===== src/rtl/ps2_pkg.sv =====
// rtl/ps2_pkg.sv - shared PS/2 frame constants, receiver state encoding and parity helper
package ps2_pkg;

    typedef enum logic [1:0] {
        IDLE   = 2'd0,
        DATA   = 2'd1,
        PARITY = 2'd2,
        STOP   = 2'd3
    } ps2_state_t;

    localparam int PS2_FRAME_BITS = 11;
    localparam int PS2_DATA_BITS  = 8;

    // Parity bit that makes the total count of ones across data+parity odd.
    function automatic logic odd_parity(input logic [PS2_DATA_BITS-1:0] d);
        return ~^d;
    endfunction

endpackage


===== src/rtl/sync_fifo.sv =====
// rtl/sync_fifo.sv - generic single-clock push/pop FIFO with full/empty flags
module sync_fifo #(
    parameter int WIDTH = 8,
    parameter int DEPTH = 8
) (
    input  logic             i_clk,
    input  logic             i_rst_n,
    input  logic             i_push,
    input  logic [WIDTH-1:0] i_push_data,
    input  logic             i_pop,
    output logic [WIDTH-1:0] o_pop_data,
    output logic             o_full,
    output logic             o_empty
);

    localparam int AW = $clog2(DEPTH);

    logic [AW:0]      r_wr_ptr;
    logic [AW:0]      r_rd_ptr;
    logic [WIDTH-1:0] r_mem [DEPTH];
    logic             w_push_ok;
    logic             w_pop_ok;

    assign o_empty    = (r_wr_ptr == r_rd_ptr);
    assign o_full     = (r_wr_ptr[AW] != r_rd_ptr[AW]) &&
                        (r_wr_ptr[AW-1:0] == r_rd_ptr[AW-1:0]);
    assign o_pop_data = r_mem[r_rd_ptr[AW-1:0]];

    // A pop in the same cycle frees the slot, so a push into a full FIFO may proceed.
    assign w_pop_ok  = i_pop & ~o_empty;
    assign w_push_ok = i_push & (~o_full | w_pop_ok);

    always_ff @(posedge i_clk or negedge i_rst_n) begin
        if (!i_rst_n) begin
            r_wr_ptr <= '0;
            r_rd_ptr <= '0;
        end else begin
            if (w_push_ok) r_wr_ptr <= r_wr_ptr + 1'b1;
            if (w_pop_ok)  r_rd_ptr <= r_rd_ptr + 1'b1;
        end
    end

    always_ff @(posedge i_clk) begin
        if (w_push_ok) r_mem[r_wr_ptr[AW-1:0]] <= i_push_data;
    end

endmodule


===== src/rtl/ps2_rx_fifo.sv =====
// rtl/ps2_rx_fifo.sv - PS/2 device-to-host receiver with glitch filter, frame checks and output FIFO
module ps2_rx_fifo
    import ps2_pkg::*;
#(
    parameter int FILTER_LEN = 8,
    parameter int TIMEOUT    = 100000,
    parameter int DEPTH      = 8
) (
    input  logic       clk,
    input  logic       reset_n,
    input  logic       ps2_clk,
    input  logic       ps2_data,
    output logic [7:0] out_data,
    output logic       out_valid,
    input  logic       out_ready,
    output logic       busy,
    output logic       err_parity,
    output logic       err_frame,
    output logic       err_overflow
);

    localparam int TW = $clog2(TIMEOUT + 1);

    logic [1:0]            r_clk_sync;
    logic [1:0]            r_data_sync;
    logic [FILTER_LEN-1:0] r_filt_sr;
    logic                  r_filt;
    logic                  w_filt;
    logic                  w_strobe;
    logic                  w_bit;

    ps2_state_t            r_state;
    ps2_state_t            w_state_nxt;
    logic [2:0]            r_bit_cnt;
    logic [2:0]            w_bit_cnt_nxt;
    logic [7:0]            r_shift;
    logic [7:0]            w_shift_nxt;
    logic                  r_par;
    logic                  w_par_nxt;
    logic [TW-1:0]         r_to_cnt;
    logic [TW-1:0]         w_to_cnt_nxt;
    logic                  w_timeout;

    logic                  r_err_parity;
    logic                  r_err_frame;
    logic                  r_err_overflow;
    logic                  w_err_parity;
    logic                  w_err_frame;
    logic                  w_err_overflow;

    logic                  w_push;
    logic                  w_pop;
    logic                  w_full;
    logic                  w_empty;

    // Synchronisers and filter start at 1 so a released reset looks like an idle line.
    always_ff @(posedge clk or negedge reset_n) begin
        if (!reset_n) begin
            r_clk_sync  <= 2'b11;
            r_data_sync <= 2'b11;
            r_filt_sr   <= '1;
            r_filt      <= 1'b1;
        end else begin
            r_clk_sync  <= {r_clk_sync[0], ps2_clk};
            r_data_sync <= {r_data_sync[0], ps2_data};
            r_filt_sr   <= {r_filt_sr[FILTER_LEN-2:0], r_clk_sync[1]};
            r_filt      <= w_filt;
        end
    end

    always_comb begin
        w_filt = r_filt;
        if (&r_filt_sr) begin
            w_filt = 1'b1;
        end else if (~|r_filt_sr) begin
            w_filt = 1'b0;
        end
    end

    assign w_strobe = r_filt & ~w_filt;
    assign w_bit    = r_data_sync[1];
    assign w_pop    = out_ready & ~w_empty;

    always_ff @(posedge clk or negedge reset_n) begin
        if (!reset_n) begin
            r_state        <= IDLE;
            r_bit_cnt      <= '0;
            r_shift        <= '0;
            r_par          <= 1'b0;
            r_to_cnt       <= '0;
            r_err_parity   <= 1'b0;
            r_err_frame    <= 1'b0;
            r_err_overflow <= 1'b0;
        end else begin
            r_state        <= w_state_nxt;
            r_bit_cnt      <= w_bit_cnt_nxt;
            r_shift        <= w_shift_nxt;
            r_par          <= w_par_nxt;
            r_to_cnt       <= w_to_cnt_nxt;
            r_err_parity   <= w_err_parity;
            r_err_frame    <= w_err_frame;
            r_err_overflow <= w_err_overflow;
        end
    end

    always_comb begin
        w_state_nxt    = r_state;
        w_bit_cnt_nxt  = r_bit_cnt;
        w_shift_nxt    = r_shift;
        w_par_nxt      = r_par;
        w_push         = 1'b0;
        w_err_parity   = 1'b0;
        w_err_frame    = 1'b0;
        w_err_overflow = 1'b0;

        // A strobe landing on the last allowed cycle still counts as a valid bit.
        w_timeout = (r_state != IDLE) && !w_strobe && (r_to_cnt == TW'(TIMEOUT - 1));

        if ((r_state == IDLE) || w_strobe || w_timeout) begin
            w_to_cnt_nxt = '0;
        end else begin
            w_to_cnt_nxt = r_to_cnt + 1'b1;
        end

        case (r_state)
            IDLE: begin
                if (w_strobe && !w_bit) begin
                    w_state_nxt   = DATA;
                    w_bit_cnt_nxt = '0;
                end
            end
            DATA: begin
                if (w_strobe) begin
                    w_shift_nxt   = {w_bit, r_shift[7:1]};
                    w_bit_cnt_nxt = r_bit_cnt + 3'd1;
                    if (r_bit_cnt == 3'd7) w_state_nxt = PARITY;
                end
            end
            PARITY: begin
                if (w_strobe) begin
                    w_par_nxt   = w_bit;
                    w_state_nxt = STOP;
                end
            end
            STOP: begin
                if (w_strobe) begin
                    w_state_nxt = IDLE;
                    if (!w_bit) begin
                        w_err_frame = 1'b1;
                    end else if (odd_parity(r_shift) != r_par) begin
                        w_err_parity = 1'b1;
                    end else if (w_full && !w_pop) begin
                        w_err_overflow = 1'b1;
                    end else begin
                        w_push = 1'b1;
                    end
                end
            end
            default: w_state_nxt = IDLE;
        endcase

        if (w_timeout) begin
            w_state_nxt = IDLE;
            w_err_frame = 1'b1;
        end
    end

    sync_fifo #(
        .WIDTH (PS2_DATA_BITS),
        .DEPTH (DEPTH)
    ) u_fifo (
        .i_clk       (clk),
        .i_rst_n     (reset_n),
        .i_push      (w_push),
        .i_push_data (r_shift),
        .i_pop       (out_ready),
        .o_pop_data  (out_data),
        .o_full      (w_full),
        .o_empty     (w_empty)
    );

    assign out_valid    = ~w_empty;
    assign busy         = (r_state != IDLE);
    assign err_parity   = r_err_parity;
    assign err_frame    = r_err_frame;
    assign err_overflow = r_err_overflow;

endmodule


===== config.mk =====
export PLATFORM = sky130hd
export DESIGN_NAME = ps2_rx_fifo
export DESIGN_NICKNAME = d
export VERILOG_FILES = /design/src/rtl/ps2_pkg.sv /design/src/rtl/sync_fifo.sv /design/src/rtl/ps2_rx_fifo.sv
export SDC_FILE = /design/constraint.sdc
export NUM_CORES = 1
export LEC_CHECK = 0
export CAP_MARGIN = 40
export CORE_ASPECT_RATIO = 0.75
export CORE_MARGIN = 4
export CORE_UTILIZATION = 60
export DETAILED_ROUTE_END_ITERATION = 10
export GPL_ROUTABILITY_DRIVEN = 0
export PLACE_DENSITY = 0.74
export SYNTH_ARGS = -nofsm -noshare
export SYNTH_HDL_FRONTEND = slang
export SYNTH_SLANG_ARGS = --single-unit

===== constraint.sdc =====
create_clock -name clk -period 6.13 [get_ports clk]
set_clock_uncertainty 0.15 [all_clocks]
set_input_delay 0.613 -clock clk [delete_from_list [all_inputs] [get_ports clk]]
set_output_delay 0.613 -clock clk [all_outputs]
set_load 0.03 [all_outputs]

# Word level (Yosys, flattened, before mapping)

Memory sizes are Yosys's and may differ from the RTL's.
Cells that the tools add are included.

Register bits after elaboration: 55
Bits in latches: 0
RAM bits: 64
Bits in read-only memories: 0
Input port bits: 5
Logic and storage cells: 95
Memories: 1

Memory list:

| memory       | words | bits a word | read ports | clocked after Yosys merged registers in | wr ports | line            | RTL |
|---|---|---|---|---|---|---|---|
| u_fifo.r_mem | 8     | 8           | 1          | 0                                       | 1        | sync_fifo.sv:20 | `logic [WIDTH-1:0] r_mem [DEPTH];` |

$add $sub $neg: 4
Multiply operators: 0
Div/mod/pow operators: 0
Order comparisons: 0
Eq/ne operators: 16
Shift-type cells: 0
Muxes and demuxes: 33
Bitwise gates (word level): 7
Reduce and logical (&&, ||, !) cells: 20

Operators with widths:

| operator                | count |
|---|---|
| $mux W1                 | 22 |
| $add A17 B1 Y17 const B | 1 |
| $eq A17 B17 Y1 const B  | 1 |
| $mux W17                | 1 |
| $mux W2                 | 6 |
| $ne A3 B3 Y1 const B    | 4 |
| $add A4 B1 Y4 const B   | 2 |
| $pmux W2 S4             | 1 |
| $reduce_and A8 Y1       | 1 |
| $reduce_or A8 Y1        | 1 |
| $reduce_xnor A8 Y1      | 1 |
| $mux W3                 | 2 |
| $pmux W3 S2             | 1 |
| $logic_and A1 B1 Y1     | 5 |
| $reduce_and A5 Y1       | 1 |
| $eq A2 B2 Y1 const B    | 2 |
| $eq A4 B4 Y1            | 1 |
| $reduce_and A2 Y1       | 2 |
| $reduce_bool A2 Y1      | 2 |
| $add A3 B1 Y3 const B   | 1 |
| $and A1 B1 Y1           | 3 |
| $eq A3 B3 Y1            | 1 |
| $eq A3 B3 Y1 const B    | 1 |
| $logic_not A1 Y1        | 3 |
| other kinds (10)        | 14 |

# Logic depth before layout (Yosys ltp)

Gate-level depths: netlist (run 1).

Depth in word-level cells: 13
Gate-level depth with buffers: 8
Gate-level depth less buffers: 6

# By module

A second synthesis (run 1) with hierarchy kept.

Cell total of the unflattened synthesis: 332
Area total of the unflattened synthesis: 5191.2 um^2

Modules (own cells, without submodules):

| module      | instances | cells an instance | area each (um^2) | sequential area each (um^2) |
|---|---|---|---|---|
| sync_fifo   | 1         | 150               | 2977.9           | 2122.0 |
| ps2_rx_fifo | 1         | 182               | 2213.4           | 1192.4 |

# Worst setup path after synthesis (run 1)

Ideal clock, no wire load.

Path type: reg-to-reg
From: register r_shift[2]
To: memory u_fifo.r_mem[0][0], enable pin
Setup time: 0.395 ns
Arrival: 2.384 ns
Slack: 3.201 ns
Cell stages (with the launch flop): 6
Buffers on the path: 0
Path through: dfrtp_1 > xor2_1 > xnor3_1 > xor2_1 > nand3_1 > nor4_1

Cells in the longest elaborated chain, start to end: 9

RTL lines:

| item                          | line               | RTL |
|---|---|---|
| from (decl)                   | ps2_rx_fifo.sv:36  | `logic [7:0] r_shift;` |
| from (signal assigned)        | ps2_rx_fifo.sv:97  | `r_shift <= w_shift_nxt;` |
| $reduce_xnor A8 Y1            | ps2_pkg.sv:16      | `return ~^d;` |
| $ne A1 B1 Y1                  | ps2_rx_fifo.sv:150 | `end else if (odd_parity(r_shift) != r_par) begin` |
| $mux W1                       | ps2_rx_fifo.sv:150 |  |
| $mux W1                       | ps2_rx_fifo.sv:148 | `if (!w_bit) begin` |
| $mux W1                       | ps2_rx_fifo.sv:146 | `if (w_strobe) begin` |
| $mux W1                       | ps2_rx_fifo.sv:125 | `case (r_state)` |
| $and A1 B1 Y1                 | sync_fifo.sv:31    | `assign w_push_ok = i_push & (~o_full \| w_pop_ok);` |
| $mux W1                       | sync_fifo.sv:44    | `if (w_push_ok) r_mem[r_wr_ptr[AW-1:0]] <= i_push_data;` |
| $mux W1 (not written as such) | sync_fifo.sv:44    |  |
| to (decl)                     | sync_fifo.sv:20    |  |

No other way between the ends.

# Worst setup path in the final report (run 1)

From: register u_fifo.r_rd_ptr[0]
To: output port out_data[5]

Cells in the longest elaborated chain, start to end: 1

RTL lines:

| item                   | line              | RTL |
|---|---|---|
| from (decl)            | sync_fifo.sv:19   | `logic [AW:0] r_rd_ptr;` |
| from (signal assigned) | sync_fifo.sv:39   | `if (w_pop_ok) r_rd_ptr <= r_rd_ptr + 1'b1;` |
| $mem_v2 Z8 W8          | --                |  |
| to (decl)              | ps2_rx_fifo.sv:13 | `output logic [7:0] out_data,` |

No other way between the ends.

==> flow_summary.ini, run 1 <==
[status]
status = finished, final reports clean

[floorplan]
die_area_um2 = 9890
die_w_um = 114
io_pins = 18
die_h_um = 87.1
initial_utilization_pct = 62.4
rows = 28
core_um2 = 8020

[clocking]
max-clock-path-buffers = 2
numCtsBuffers = 17
cts.sinks = 119
post_cts_buffers = 0
cts_resized = 0
ctsHoldBuffers = 0
cts_max_level = 4
path_clk_slew_ns = 0.05
clk_latency_ns = 0.50
cts_root_buffer = clkbuf_8
cts_tree = yes

[synth]
syn_area_um2 = 5010
synth.area.top_cells = edfxtp_1 (38%), dfrtp_1 (21%), mux4_2 (7.2%), dfstp_2 (6.8%), mux2_2 (4.3%)
yosysMostFrequentCell = edfxtp_1
post_synth.cell_area_avg_um2 = 15.2
synth_edf_count = 64
async_flop_share_pct = 46.2
ys_warn_count = 0
yosysSeqAreaShare_pct = 66.2
synthCells = 330
synth_flop_cell = edfxtp_1
synth_cell_types = 38
netlist_top_cells_count = edfxtp_1 (64), dfrtp_1 (42), nor2_1 (27)
synth_top_area_share_pct = 38.4
syn-num-nets = 345
synth_area_leader_cell = edfxtp_1
ys_ff_latch = 119

[power_and_ir_drop]
p_sw_mw = 0.456
p_int_mw = 1.49
seq_power_share_pct = 45.8
clkPwrFrac_pct = 45.8
ir_worst_vdd_uv = 244
switching_share_pct = 23.4
p_per_area_nw_per_um2 = 333
power_frac_comb_pct = 8.4
p_leak_nw = 2.20

[global_route]
grt_max_degree = 56
antenna_found_initial = 0
track_usage_pct = 20.9
grt_pass1_vias = 2906
grt_overflow_total = 0
grt_pass1_wl_mm = 15.3

[timing]
finalSetupViolations = 0
worst_slew_margin_rel_pct = 43.7
final-hold-violation-count = 0
fin_ws_ns = 2.50
slew_viol_final = 0
timing.fmax_mhz = 275
fin_crit_ns = 3.63
setup_tns_ns = 0
final.period_utilization_pct = 59.3
worstMarginPinSlew_ns = 0.845
rsz0062_at_grt = no

[cells_and_area]
nets = 376
syn_to_final_growth_pct = 16.6
fin_area_um2 = 5840
instances_no_fill = 479
fillCellCount = 480
num_antenna_cells = 0
drive_above_1_share_pct = 23.5

[routing]
vias = 2763
wire_per_inst_um = 19.2
dr.pass1.iters = 4
drcViolationCount = 0
drt_iter0_drc = 179
ant_nets = 0
routed_wl_mm = 9.19
viasPerCell = 5.77

[job]
maxCapViolCount = 0

[placed_design]
dpl.hpwl_mm = 5.82
post_dp_cell_area_um2 = 5300
pre_cts_ws_ns = 2.99
place.detailed.instances = 447
io_buffers = 17

[worst_setup_path]
cp_max_fo = 11
path_class = reg2out
cp.required_ns = 5.37
setup.worst_path.end_class = output pin
cp.arrival_ns = 2.87
start_kind = register

[worst_hold_path]
holdCritPathClass = in2async
[flip-flops by register name, indices dropped and copies added, names as in the netlist]
register and cells:
err_overflow 1, u_fifo.r_rd_ptr 4, u_fifo.r_mem 64, u_fifo.r_wr_ptr 4, err_frame 1, r_bit_cnt 3, r_state 2, r_shift 8
r_clk_sync 2, err_parity 1, r_par 1, r_to_cnt 17, r_filt 1, r_data_sync 2, r_filt_sr 8
[critical path, cell delays in order (launching register included)]
cell and delay (ns):
dfrtp_1 0.72, buf_8 0.24, mux4_2 0.51, mux2_2 0.29, clkdlybuf4s50_1 0.60
[worst paths after layout]
check                                               startpoint                             end  slack (ns)  cells past startpoint
worst max register to register          r_shift[2]$_DFFE_PN0P_    u_fifo.r_mem[6][1]$_DFFE_PP_        3.06                      5
min in group clk                      r_data_sync[0]$_DFF_PN1_        r_data_sync[1]$_DFF_PN1_        0.20                      0
worst min register to register        r_data_sync[0]$_DFF_PN1_        r_data_sync[1]$_DFF_PN1_        0.20                      0
max in group asynchronous                              reset_n  u_fifo.r_rd_ptr[0]$_DFFE_PN0P_        5.30                      2
worst max-delay path            u_fifo.r_rd_ptr[0]$_DFFE_PN0P_                     out_data[5]        2.50                      4
worst min-delay path                                   reset_n          r_to_cnt[10]$_DFF_PN0_        0.09                      2
[stage by stage]
stage / power (mW) / hold slack, ns / util [%]
detailed placement: 1.06 / 0.197 / 66.1
global route: 2.03 / 0.124 / 72.8
floorplan: 1.03 / 0.167 / -
CTS: 1.96 / 0.0903 / 72.8
finish: 1.95 / 0.0868 / 72.8
global placement: 1.06 / 0.197 / 65.8
[layer usage]
metal  track usage, %  part of all wire [%]  routed length [µm]
met1             28.4                    44                4080
met2             32.8                    49                4490
met3             6.81                   5.9                 543
met4             6.33                  0.74                  68
met5                0                     0                   0
[final cells by class]
class,instances,area [µm²],share of cell area [%]
timing repair buffer,25,233,3.98
multi-input combinational,191,1600,27.3
inverter,7,26.3,0.450
clock inverter,9,75.1,1.28
sequential,119,3310,56.7
clock buffer,23,467,7.99
tap,105,131,2.25
[cell families (layout without fill, tap and decap cells)]
kind of cell    Yosys count  count (layout)  share of synthesized area, %
fa+ha+maj                10              10                          2.50
compound gates           13              13                          1.62
mux                      36              36                          11.7
flops                   119             119                          66.2
buf+inv                  20              64                          1.97
xor+xnor                 33              33                          6.04
simple gates             99              99                          10.0
[layout by cell type, fill, tap and decap left out, drive strengths merged]
cell type / instances
and2: 2
clkinv: 5
xor2: 15
nand3: 9
or4b: 1
ha: 10
xnor2: 17
a211o: 1
o31ai: 1
nor4b: 1
and3: 3
nor3b: 2
a21oi: 6
edfxtp: 64
mux4: 16
or3: 1
and4b: 1
clkinvlp: 1
dfstp: 13
o221a: 1
o21ai: 3
and4: 2
bufinv: 1
nor4: 6
nand2: 18
nor3: 10
nand4: 9
buf: 9
mux2: 19
nor2: 27
clkdlybuf4s50: 16
a221oi: 1
inv: 9
nand3b: 2
dfrtp: 42
nand2b: 4
clkbuf: 23
mux2i: 1
xnor3: 1
or2: 1
[power by group through the flow]
stage	registers, mW	logic [mW]	clock network [mW]
2_1_floorplan	0.899	0.129	0
3_3_place_gp	0.904	0.153	0
5_1_grt	0.896	0.181	0.952
6_report	0.891	0.164	0.891
4_1_cts	0.892	0.165	0.906
3_5_place_dp	0.905	0.159	0
(Power assumes the default switching activity.)
==> inputs of run 2 (changes only) <==
Clock period 6.13 ns to 3.7 ns, I/O delays scaled along.
==> run 2 against run 1 <==
Register-to-register slack worse by 2.5 ns. Worst hold slack better by 0.017 ns. Clock power up 89%. Total power up 76%. Non-clock buffer count up 5. Critical endpoint is now out_data[0]. Cell area up 1.8%. Cell count up 1.0%. Clock-buffer cell count down 6. First-iteration DRC count up 32%. Via count up 2.5%. Global-route usage up 0.62 points.
==> flow_summary.ini, run 2 (synthesized netlist as in run 1, its figures left out) <==
[floorplan]
rows = 28
die_h_um = 87.1
die_area_um2 = 9890
die_w_um = 114
core_um2 = 8020
initial_utilization_pct = 62.4
io_pins = 18

[timing]
slew_viol_final = 0
fin_crit_ns = 3.32
rsz0062_at_grt = no
finalSetupViolations = 0
worst_slew_margin_rel_pct = 43.9
final-hold-violation-count = 0
setup_tns_ns = 0
final.period_utilization_pct = 89.9
timing.fmax_mhz = 301
worstMarginPinSlew_ns = 0.838

[worst_setup_path]
setup.worst_path.end_class = output pin
crit_family = buffers and inverters
cp.required_ns = 3.18
cp_num_buf_inv = 2
slowest_delay_ns = 0.61
cp.arrival_ns = 2.80
critPathSlowestCell = clkdlybuf4s50_1
cp_max_fo = 8
start_kind = register
cp_cell_sequence = buf_4, mux4_2, mux2_2, clkdlybuf4s50_1
path_class = reg2out

[global_route]
grt_max_degree = 33
grt_overflow_total = 0
grt_pass1_vias = 2822
antenna_found_initial = 0
grt_pass1_wl_mm = 15.4
track_usage_pct = 21.6

[cells_and_area]
fin_area_um2 = 5950
utilization_pct = 74.1
layout_common_cells = edfxtp_1 (64), dfrtp_1 (42), nor2_1 (27), mux2_2 (19), nand2_1 (18)
nets = 381
drive_above_1_share_pct = 24.5
final_common_cell = edfxtp_1
num_antenna_cells = 0
syn_to_final_growth_pct = 18.7
largest_register_ffs = 64
instances_no_fill = 484
fillCellCount = 449

[clocking]
post_cts_buffers = 0
numCtsBuffers = 17
clk_latency_ns = 0.52
cts.sinks = 119
cts_tree = yes
cts_max_level = 4
cts_root_buffer = clkbuf_8
cts_resized = 0
ctsHoldBuffers = 1
max-clock-path-buffers = 2
path_clk_slew_ns = 0.06

[routing]
vias = 2832
drcViolationCount = 0
ant_nets = 0
viasPerCell = 5.85
dr.pass1.iters = 4
wire_per_inst_um = 19.5
routed_wl_mm = 9.44
drt_iter0_drc = 236

[status]
status = finished, final reports clean

[power_and_ir_drop]
p_per_area_nw_per_um2 = 577
p_leak_nw = 2.25
ir_worst_vdd_uv = 438

[placed_design]
io_buffers = 17
dpl.hpwl_mm = 6.13
place.detailed.instances = 451
post_dp_cell_area_um2 = 5320

[worst_hold_path]
holdCritPathClass = in2reg

[job]
maxCapViolCount = 0
run 2: cell count changes in the layout (fill, tap and decap cells not counted):
cell / previous run / this run
buf_4: 7 / 12
buf_8: 1 / 0
bufinv_16: 1 / 4
clkbuf_1: 3 / 0
clkbuf_8: 4 / 1
clkinv_1: 0 / 2
clkinv_2: 5 / 1
clkinv_4: 0 / 3
clkinvlp_4: 1 / 2
dlygate4sd3_1: 0 / 1
inv_4: 2 / 0
inv_6: 0 / 3
run 2: where the power goes:
group / leakage (nW) / switching (mW) / internal, mW
registers: 1.26 / 0.0426 / 1.43
logic: 0.691 / 0.173 / 0.0967
clock network: 0.294 / 0.589 / 1.10
run 2: path summary, 6_finish.rpt:
| check | endpoint | slack (ns) | from | cells after the start |
|---|---|---|---|---|
| worst max-delay path | out_data[0] | 0.38 | u_fifo.r_rd_ptr[0]$_DFFE_PN0P_ | 4 |
| worst min-delay path | r_clk_sync[0]$_DFF_PN1_ | 0.10 | ps2_clk | 1 |
| worst max register to register | u_fifo.r_mem[1][4]$_DFFE_PP_ | 0.61 | r_shift[2]$_DFFE_PN0P_ | 6 |
| worst min register to register | r_clk_sync[1]$_DFF_PN1_ | 0.21 | r_clk_sync[0]$_DFF_PN1_ | 0 |
| max in group asynchronous | r_filt_sr[7]$_DFF_PN1_ | 2.28 | reset_n | 3 |
| min in group asynchronous | r_to_cnt[3]$_DFF_PN0_ | 0.29 | reset_n | 2 |
run 2: per-layer routing:
| metal | up-vias | GRT usage (%) | share of wire [%] |
|---|---|---|---|
| li1 | 1299 | - | - |
| met1 | 1451 | 31.9 | 48 |
| met2 | 73 | 30.3 | 45 |
| met3 | 9 | 7.22 | 6.4 |
| met4 | 0 | 7.21 | 0.78 |
| met5 | - | 0 | 0 |
run 2: final cells by class:
cell class | instances | area, µm² | area share [%]
flip-flops and latches | 119 | 3310 | 55.7
multi-input cells | 191 | 1600 | 26.8
clock buffers | 17 | 414 | 6.96
repair buffers | 30 | 265 | 4.46
clock inverters | 15 | 200 | 3.37
well taps | 105 | 131 | 2.21
inverters | 7 | 26.3 | 0.442
run 2: stage by stage:
| step | hold WS [ns] | power (mW) | setup WS [ns] |
|---|---|---|---|
| after CTS | 0.0814 | 3.45 | 0.311 |
| final | 0.104 | 3.43 | 0.375 |
| after global placement | 0.198 | 1.75 | 0.671 |
| after detailed placement | 0.197 | 1.77 | 0.554 |
| after floorplan | -0.0756 | 1.70 | 0.771 |
| after global routing | 0.0810 | 3.57 | 0.226 |
run 2: worst register-to-register path, stage by stage, from the launching register on:
cell and delay [ns]:
dfrtp_1 0.55, xor2_1 0.20, xnor3_1 0.46, xor2_1 0.31, nand3_1 0.25, nor3_1 0.64
buf_4 0.26
==> inputs of run 3 (changes only) <==
Settings changed: CTS_BUF_LIST set to sky130_fd_sc_hd__clkbuf_2 sky130_fd_sc_hd__clkbuf_4 sky130_fd_sc_hd__clkbuf_8.
==> run 3 against run 2 <==
Cell count unchanged. Worst setup slack improved by 0.13 ns. Wire length decreased by 4.8%. Critical path type unchanged. Clock-buffer cell count unchanged. Die area unchanged. Via count decreased by 1.8%.
==> flow_summary.ini, run 3 (synthesized netlist as in run 1, its figures left out) <==
[status]
status = finished, final reports clean

[clocking]
cts.sinks = 119
post_cts_buffers = 0
clk_latency_ns = 0.42
numCtsBuffers = 17
cts_max_level = 4
cts_root_buffer = clkbuf_8
path_clk_slew_ns = 0.07
cts_tree = yes
max-clock-path-buffers = 2

[routing]
dr.pass1.iters = 4
vias = 2781
routed_wl_mm = 8.99
drt_iter0_drc = 201
drcViolationCount = 0
viasPerCell = 5.75
wire_per_inst_um = 18.6
ant_nets = 0

[timing]
worstMarginPinSlew_ns = 0.833
worst_slew_margin_rel_pct = 44.3
setup_tns_ns = 0
final.period_utilization_pct = 86.4
timing.fmax_mhz = 313
slew_viol_final = 0
finalSetupViolations = 0
rsz0062_at_grt = no
fin_crit_ns = 3.20
fin_ws_ns = 0.505
final-hold-violation-count = 0

[job]
maxCapViolCount = 0

[floorplan]
die_h_um = 87.1
rows = 28
die_w_um = 114
die_area_um2 = 9890
initial_utilization_pct = 62.4
io_pins = 18
core_um2 = 8020

[cells_and_area]
syn_to_final_growth_pct = 15.1
num_antenna_cells = 0
instances_no_fill = 484
nets = 381
largest_register_ffs = 64
final_common_cell = edfxtp_1
layout_common_cells = edfxtp_1 (64), dfrtp_1 (42), nor2_1 (27), mux2_2 (19), nand2_1 (18)
fillCellCount = 479
drive_above_1_share_pct = 24.5

[worst_setup_path]
cp_cell_sequence = buf_4, mux4_2, mux2_2, clkdlybuf4s50_1
setup.worst_path.end_class = output pin
cp_max_fo = 8
start_kind = register
path_depth = 4
cp.required_ns = 3.18
crit_family = buffers and inverters
slowest_delay_ns = 0.59
path_class = reg2out
r2r_cells = 6
cp_num_buf_inv = 2
critPathSlowestCell = clkdlybuf4s50_1
cp.arrival_ns = 2.68

[power_and_ir_drop]
p_int_mw = 2.27
clkPwrFrac_pct = 41.8
p_sw_mw = 0.728
ir_worst_vdd_uv = 390
p_leak_nw = 2.17
p_per_area_nw_per_um2 = 519
power_frac_comb_pct = 8.9
switching_share_pct = 24.3
seq_power_share_pct = 49.2

[worst_hold_path]
holdCritPathClass = in2reg
hold_depth = 1

[global_route]
grt_max_degree = 33
grt_pass1_vias = 2740
grt_overflow_total = 0
antenna_found_initial = 0
track_usage_pct = 20.5
grt_pass1_wl_mm = 14.8

[placed_design]
pre_cts_ws_ns = 0.554
dpl.hpwl_mm = 6.13
io_buffers = 17
place.detailed.instances = 451
==> run 3: timing repair <==
action                    CTS  global route
hold endpoints to repair   29             0
hold buffers                1             0
gates resized for setup     0             0
==> run 3: final cells by class <==
cell class	count	area (µm²)	area share (%)
sequential	119	3310	57.5
tap	105	131	2.28
multi-input combinational	191	1600	27.7
clock buffer	17	234	4.06
clock inverter	15	200	3.47
timing repair buffer	30	265	4.60
inverter	7	26.3	0.456
==> run 3: power by group through the flow <==
stage | Sequential (mW) | Combinational, mW | Clock (mW)
final | 1.47 | 0.268 | 1.25
after floorplan | 1.49 | 0.214 | 0
after CTS | 1.47 | 0.270 | 1.28
after global routing | 1.48 | 0.302 | 1.35
after detailed placement | 1.50 | 0.267 | 0
after global placement | 1.50 | 0.253 | 0
==> run 3: worst reg2reg max path, cell delays in order, from the launching register on <==
cell	delay [ns]
dfrtp_1	0.54
xor2_1	0.20
xnor3_1	0.46
xor2_1	0.31
nand3_1	0.26
nor3_1	0.64
buf_4	0.26
==> run 3: metrics by stage <==
step	hold slack [ns]	total power [mW]	utilization [%]	area, µm²
detailed placement	0.197	1.77	66.4	5320
global route	0.163	3.13	71.9	5770
floorplan	-0.0756	1.70	-	5010
finish	0.197	2.99	71.9	5770
CTS	0.159	3.03	71.9	5770
global placement	0.198	1.75	66.2	5310
==> run 3: worst paths after layout <==
check	from	endpoint	slack [ns]
max reg2reg	r_shift[2]$_DFFE_PN0P_	u_fifo.r_mem[1][6]$_DFFE_PP_	0.61
min in group asynchronous	reset_n	r_to_cnt[3]$_DFF_PN0_	0.38
min reg2reg	r_clk_sync[0]$_DFF_PN1_	r_clk_sync[1]$_DFF_PN1_	0.21
min	ps2_clk	r_clk_sync[0]$_DFF_PN1_	0.20
max in group asynchronous	reset_n	r_filt_sr[4]$_DFF_PN1_	2.19
max	u_fifo.r_rd_ptr[0]$_DFFE_PN0P_	out_data[4]	0.50
==> run 3: routing by layer <==
layer	track usage (%)	vias to the layer above	part of all wire (%)
met2	28.4	89	44
li1	-	1295	-
met1	30.9	1385	48
met4	6.88	0	1.1
met5	0	-	0
met3	6.46	12	7.5
